--- src/rtl/io_oa_of.sv ---
// Slow-out output assembly: serially loads a format code into OF and a digit into OA
// once per drum word, then offers the character to the device over a valid/ack handshake.
module io_oa_of #(
  parameter int WORD_BITS = 29,
  parameter int FMT_BITS  = 3,
  parameter int DIG_BITS  = 4
) (
  input  logic                CLOCK,
  input  logic                rst,
  input  logic                T0,
  input  logic                SLOW_OUT,
  input  logic                FMT,
  input  logic                MZ,
  input  logic                CHAR_ACK,
  output logic                OA1,
  output logic                OA4,
  output logic [DIG_BITS-1:0] OA,
  output logic                OF1,
  output logic                OF2,
  output logic                OF3,
  output logic                DIGIT_OF,
  output logic                CR_TAB_OF,
  output logic                WAIT_OF,
  output logic                CHAR_VALID,
  output logic                CHAR_IS_FMT,
  output logic                OUT_DONE
);

  localparam int CW = $clog2(WORD_BITS);
  localparam logic [FMT_BITS-1:0] C_DIGIT = FMT_BITS'(0);
  localparam logic [FMT_BITS-1:0] C_STOP  = FMT_BITS'(1);
  localparam logic [FMT_BITS-1:0] C_CR    = FMT_BITS'(2);
  localparam logic [FMT_BITS-1:0] C_TAB   = FMT_BITS'(6);
  localparam logic [FMT_BITS-1:0] C_WAIT  = FMT_BITS'(7);

  typedef enum logic [2:0] {
    S_IDLE,
    S_LOAD_FMT,
    S_LOAD_DIG,
    S_OFFER,
    S_NEXT,
    S_DONE
  } state_t;

  state_t              state_q, state_d;
  logic [CW-1:0]       cnt_q, cnt_d;
  logic [FMT_BITS-1:0] of_q, of_d;
  logic [DIG_BITS-1:0] oa_q, oa_d;
  logic                seen_t0_q, seen_t0_d;
  logic                char_valid_q, char_valid_d;
  logic                char_is_fmt_q, char_is_fmt_d;
  logic                out_done_q, out_done_d;
  logic                decode_en;

  always_comb begin
    if (T0) begin
      cnt_d = '0;
    end else if (cnt_q == CW'(WORD_BITS - 1)) begin
      cnt_d = '0;
    end else begin
      cnt_d = cnt_q + 1'b1;
    end
  end

  always_comb begin
    state_d       = state_q;
    of_d          = of_q;
    oa_d          = oa_q;
    seen_t0_d     = seen_t0_q;
    char_valid_d  = char_valid_q;
    char_is_fmt_d = char_is_fmt_q;
    out_done_d    = 1'b0;

    case (state_q)
      S_IDLE: begin
        char_valid_d = 1'b0;
        if (T0 && SLOW_OUT) begin
          state_d = S_LOAD_FMT;
          of_d    = '0;
          oa_d    = '0;
        end
      end

      S_LOAD_FMT: begin
        // A word marker mid-shift throws away the partial code and starts again.
        if (T0) begin
          of_d = '0;
        end else begin
          for (int i = 0; i < FMT_BITS; i++) begin
            if (cnt_d == CW'(i + 1)) begin
              of_d[i] = FMT;
            end
          end
          if (cnt_d == CW'(FMT_BITS)) begin
            if (of_d == C_STOP) begin
              state_d    = S_DONE;
              out_done_d = 1'b1;
            end else if (of_d == C_DIGIT || of_d == C_WAIT) begin
              state_d   = S_LOAD_DIG;
              seen_t0_d = 1'b0;
            end else begin
              state_d       = S_OFFER;
              char_valid_d  = 1'b1;
              char_is_fmt_d = 1'b1;
            end
          end
        end
      end

      S_LOAD_DIG: begin
        // The digit comes from the word after the one that carried the code.
        if (T0) begin
          seen_t0_d = 1'b1;
          oa_d      = '0;
        end else if (seen_t0_q) begin
          for (int i = 0; i < DIG_BITS; i++) begin
            if (cnt_d == CW'(i + 1)) begin
              oa_d[i] = MZ;
            end
          end
          if (cnt_d == CW'(DIG_BITS + 1)) begin
            if (of_q == C_WAIT) begin
              state_d = S_NEXT;
            end else begin
              state_d       = S_OFFER;
              char_valid_d  = 1'b1;
              char_is_fmt_d = 1'b0;
            end
          end
        end
      end

      S_OFFER: begin
        if (CHAR_ACK) begin
          char_valid_d = 1'b0;
          state_d      = S_NEXT;
        end
      end

      S_NEXT: begin
        if (T0) begin
          state_d = S_LOAD_FMT;
          of_d    = '0;
          oa_d    = '0;
        end
      end

      S_DONE: begin
        state_d = S_IDLE;
        of_d    = '0;
      end

      default: begin
        state_d = S_IDLE;
      end
    endcase

    // Losing SLOW_OUT overrides everything, including a pending ack or stop pulse.
    if (state_q != S_IDLE && !SLOW_OUT) begin
      state_d      = S_IDLE;
      char_valid_d = 1'b0;
      out_done_d   = 1'b0;
      of_d         = '0;
      oa_d         = '0;
    end
  end

  always_ff @(posedge CLOCK) begin
    if (rst) begin
      state_q       <= S_IDLE;
      cnt_q         <= '0;
      of_q          <= '0;
      oa_q          <= '0;
      seen_t0_q     <= 1'b0;
      char_valid_q  <= 1'b0;
      char_is_fmt_q <= 1'b0;
      out_done_q    <= 1'b0;
    end else begin
      state_q       <= state_d;
      cnt_q         <= cnt_d;
      of_q          <= of_d;
      oa_q          <= oa_d;
      seen_t0_q     <= seen_t0_d;
      char_valid_q  <= char_valid_d;
      char_is_fmt_q <= char_is_fmt_d;
      out_done_q    <= out_done_d;
    end
  end

  assign decode_en   = (state_q != S_IDLE) && (state_q != S_LOAD_FMT);
  assign DIGIT_OF    = decode_en && (of_q == C_DIGIT);
  assign CR_TAB_OF   = decode_en && (of_q == C_CR || of_q == C_TAB);
  assign WAIT_OF     = decode_en && (of_q == C_WAIT);

  assign OA          = oa_q;
  assign OA1         = oa_q[0];
  assign OA4         = oa_q[DIG_BITS-1];
  assign OF1         = of_q[0];
  assign OF2         = of_q[1];
  assign OF3         = of_q[2];
  assign CHAR_VALID  = char_valid_q;
  assign CHAR_IS_FMT = char_is_fmt_q;
  assign OUT_DONE    = out_done_q;

endmodule

--- config.mk ---
export PLATFORM = sky130hd
export DESIGN_NAME = io_oa_of
export DESIGN_NICKNAME = d
export VERILOG_FILES = /design/src/rtl/io_oa_of.sv
export SDC_FILE = /design/constraint.sdc
export NUM_CORES = 1
export LEC_CHECK = 0
export CAP_MARGIN = 5
export CORE_MARGIN = 2
export CORE_UTILIZATION = 48
export CTS_CLUSTER_SIZE = 28
export DETAILED_ROUTE_END_ITERATION = 8
export GPL_TIMING_DRIVEN = 0
export PLACE_DENSITY = 0.75
export SLEW_MARGIN = 20
export SYNTH_ARGS = -nofsm -noshare
export SYNTH_HDL_FRONTEND = slang
export SYNTH_SLANG_ARGS = --single-unit
--- constraint.sdc ---
create_clock -name CLOCK -period 2.71 [get_ports CLOCK]
set_input_delay 0.542 -clock CLOCK [delete_from_list [all_inputs] [get_ports CLOCK]]
set_output_delay 0.542 -clock CLOCK [all_outputs]
set_load 0.005 [all_outputs]
==> metrics list <==
- For this run, the slowest stage of the critical path takes about 0.37 ns.
- Top cell type's share of synthesized area: 0.275
* Maxcap violations: 0
* Shortest period the worst path allows: between 2 and 3 ns
* GRT Util Overall: 0.228
- For this design the top-level I/O count stands at 22.
- Power spread over the standard cell area amounts to 407 nW/µm².
- Startpoint-to-endpoint class of the critical path: flip-flop to flip-flop
- Synthesis inferred 19 register bits.
- The via count of the first global-routing pass was 1333.
- The net count of the finished layout is 224.
- The total count of hold-check failures in the final report is 0.
* Top delay family on crit path: multiplexers
* Seq pwr share: 0.421
- Worst IR Drop VDD: between 0.3 and 0.4 mV
- STA classifies the critical path endpoint as a flip-flop.
- The flow ran to the end, and the final reports show no timing, DRC or antenna violations.
- The worst register-to-register path ends at CHAR_IS_FMT$_SDFFE_PP0P_.
* Clock latency of the later-clocked register in the worst-skew pair: a little over 0.3 ns
- Sum Neg Setup Slack: 0 ns
* Fraction of power spent switching nets: 0.357
- Buffer cell driving the clock tree root: clkbuf_4
- Power share of the combinational group: 0.370
- For this run, asynchronously set or reset flops after synthesis account for 0.
* Worst slew pin tran: between 0.4 and 0.5 ns
- For this design the total switching power over the nets is 260 µW.
- Tightest slew margin relative to the limit: 0.696
* DRC violation count after routing: 0
* Initial cell density of the core: 0.502
- Sequential area share after synthesis: 0.275
- In the finished design, the share of the clock period the worst path needs comes to 0.975.
- STA classifies the critical path startpoint as a flip-flop.
- The first global-routing pass estimated between 6 and 7 mm of wire.
* Capturing element of the worst setup path: CHAR_IS_FMT$_SDFFE_PP0P_
- Vias per Instance: about 6.2
* Clock tree from TritonCTS: yes
- Final global-route overflow total: 0
- Number of rows created at floorplan: 19
- In this run the critical register-to-register path is launched from cnt_q[0]$_SDFF_PP0_.
* Antenna cells: 0
- Worst setup path startpoint: cnt_q[0]$_SDFF_PP0_
- Timing would allow up to around 380 MHz.
- Path depth of the worst reg2reg path: 11
- Leak pwr: around 0.65 nW
- Worst endpoint data arrival time: 2.82 ns
* Clock transition time at the flip-flop clock pins of the worst setup and hold paths: 0.11 ns
* Setup violators final: 0
- Portion of total power attributed to the clock network: 0.209
* Critical-path maximum fanout: 6
* Final cell utilization of the core: 0.650
- The HPWL after detailed placement is 2.55 mm.
- Power comes to 729 µW.
- Cell type with the largest total area after synthesis: dfxtp_1
- The area growth from synthesis to layout is 29.4%.
- Most common cell in the netlist: nor2_1
- Placed instance count: 228
* # clock sinks: 19
- Die extent in y: 57.7 µm
* Number of logic stages on the critical path including buffering: 11
* Clock buffers created by TritonCTS: 3
- Input and output buffers added on the ports amount to 20.
- Counting every net in the synthesized netlist gives around 190.
- Area of the mapped netlist: roughly 1400 µm²
- Final worst clock skew: 0.00294 ns
- Of the cells placed in the final design, the portion with a size suffix greater than 1 is 0.206.
* Worst reg-to-reg setup slack: 0.07 ns
- The signal on the critical path passes through buf_8 > inv_2 > ha_1 > and4_4 > nor4_4 > o211a_2 > mux2i_4 > buf_6 > mux2_4 > o21bai_1 > a221oi_1.
- Critical Path RT: 2.89 ns
- Ranked by instance count, the synthesized netlist is headed by nor2_1 (22), dfxtp_1 (19), a21oi_1 (13).
- The longest clock path from root to sink contains 2 buffers.
* # H-tree levels: 1
- Dividing the synthesized area by the synthesized cell count gives 7.83 µm².
* Maximum number of pins on one net before global-route repair: 11
- Number of detailed-routing iterations run before antenna repair: 4
- Critical path's slowest cell: dfxtp_2
* Drt total wl: 3.81 mm
- The routed layout has between 1500 and 2000 vias.
* Cell-internal power: between 400 and 500 µW
- Overall die area: about 3300 µm²
* Hold crit path type: flip-flop to flip-flop
- Max-slew violation count: 0
- The netlist uses 57 different library cells.
* Top flip-flop cell by instance count after synthesis: dfxtp_1
- The number of antenna violations at the first check in global routing is 0.
- Hold Path Cell Cnt: 2
- During synthesis, Yosys emitted a total of 0 warnings.
- Total core area: 2760 µm²
- Die outline width: a little under 60 µm
* Cells taking the most area after synthesis: dfxtp_1 (27%), nor2_1 (6.0%), a21oi_1 (4.7%)
- Non-filler cells, final: 245
- Counting both buffers and inverters, the worst setup path holds a total of 3.
- The count of nets left with antenna violations once routing finished came out at 0.
- Number of enable flip-flop cells after synthesis: 0
* Last weighted congestion value of the routability-driven placer: 0.929
* Number of violations reported at the end of detailed-routing iteration 0: 87
- Post-detailed-route wirelength per cell: 15.6 µm
- Gate Count Post-Synth: 177
[worst min path at each step]
stage | from | to
floorplan | CHAR_VALID$_SDFFE_PP0P_ | CHAR_VALID$_SDFFE_PP0P_
global placement | CHAR_VALID$_SDFFE_PP0P_ | CHAR_VALID$_SDFFE_PP0P_
detailed placement | CHAR_VALID$_SDFFE_PP0P_ | CHAR_VALID$_SDFFE_PP0P_
CTS | CHAR_VALID$_SDFFE_PP0P_ | CHAR_VALID$_SDFFE_PP0P_
global route | CHAR_VALID$_SDFFE_PP0P_ | CHAR_VALID$_SDFFE_PP0P_
finish | CHAR_VALID$_SDFFE_PP0P_ | CHAR_VALID$_SDFFE_PP0P_
[routing by layer]
layer / track usage / share of wire / vias up
met5: 0 / 0 / -
met4: 0.103 / 0.014 / 0
met3: 0.0335 / 0.084 / 7
met2: 0.349 / 0.46 / 83
met1: 0.319 / 0.44 / 696
li1: - / - / 731
[sequential cells by signal (all words and copies together) (netlist names)]
name and count:
seen_t0_q 1, state_q 3, OA 4, CHAR_VALID 1, cnt_q 5, of_q 3, CHAR_IS_FMT 1, OUT_DONE 1
[power groups by stage]
stage,Clock [mW],Sequential [mW],Combinational (mW)
6_report,0.152,0.307,0.269
5_1_grt,0.168,0.310,0.294
4_1_cts,0.154,0.305,0.246
3_5_place_dp,0,0.312,0.239
3_3_place_gp,0,0.310,0.236
2_1_floorplan,0,0.309,0.181
[worst register-to-register path, cell delays in order, from the launching register on]
cell and delay, ns:
dfxtp_2 0.37, buf_8 0.12, inv_2 0.05, ha_1 0.21, and4_4 0.18, nor4_4 0.31, o211a_2 0.29, mux2i_4 0.30
buf_6 0.15, mux2_4 0.31, o21bai_1 0.13, a221oi_1 0.09
[cells in the final DEF, fill, tap and decap left out, types with 5 or more instances in the layout]
cell	instances
nor2_1	22
clkbuf_1	6
nand3_1	6
clkdlybuf4s50_1	20
nand2_1	11
dfxtp_1	18
a21oi_1	13
nor3_1	5
buf_4	16
o21ai_0	8
[per-stage QoR]
stage | setup slack [ns] | hold WS (ns) | area [µm²]
after floorplan | 0.0672 | 0.442 | 1390
after global placement | -0.295 | 0.441 | 1620
after detailed placement | -0.313 | 0.453 | 1620
after CTS | -0.0235 | 0.468 | 1680
after global routing | -0.0507 | 0.507 | 1790
final | 0.0674 | 0.459 | 1790
[logic make-up (layout without fill, tap and decap cells)]
logic type	count (synthesis)	after routing	synth area share
flip-flops	19	19	0.275
AO/OA/AOI/OAI	51	51	0.251
AND/OR/NAND/NOR	75	75	0.298
buffers and inverters	20	57	0.0705
multiplexers	6	6	0.0569
XOR/XNOR	4	4	0.0307
adder cells (fa/ha/maj)	2	2	0.0181
[final cells by class]
class	instances	area, µm²
Buffer	12	75.1
Clock buffer	4	26.3
Fill cell	241	966
Inverter	6	22.5
Multi-Input combinational cell	138	931
Sequential cell	19	382
Tap cell	31	38.8
Timing Repair Buffer	35	317
[timing repair]
item	CTS	global route
setup endpoints to repair	5	7
pin swaps	0	5
gates resized for setup	4	8
buffers inserted	2	13
cloned	0	0
hold buffers	0	0
(Power assumes the default switching activity.)
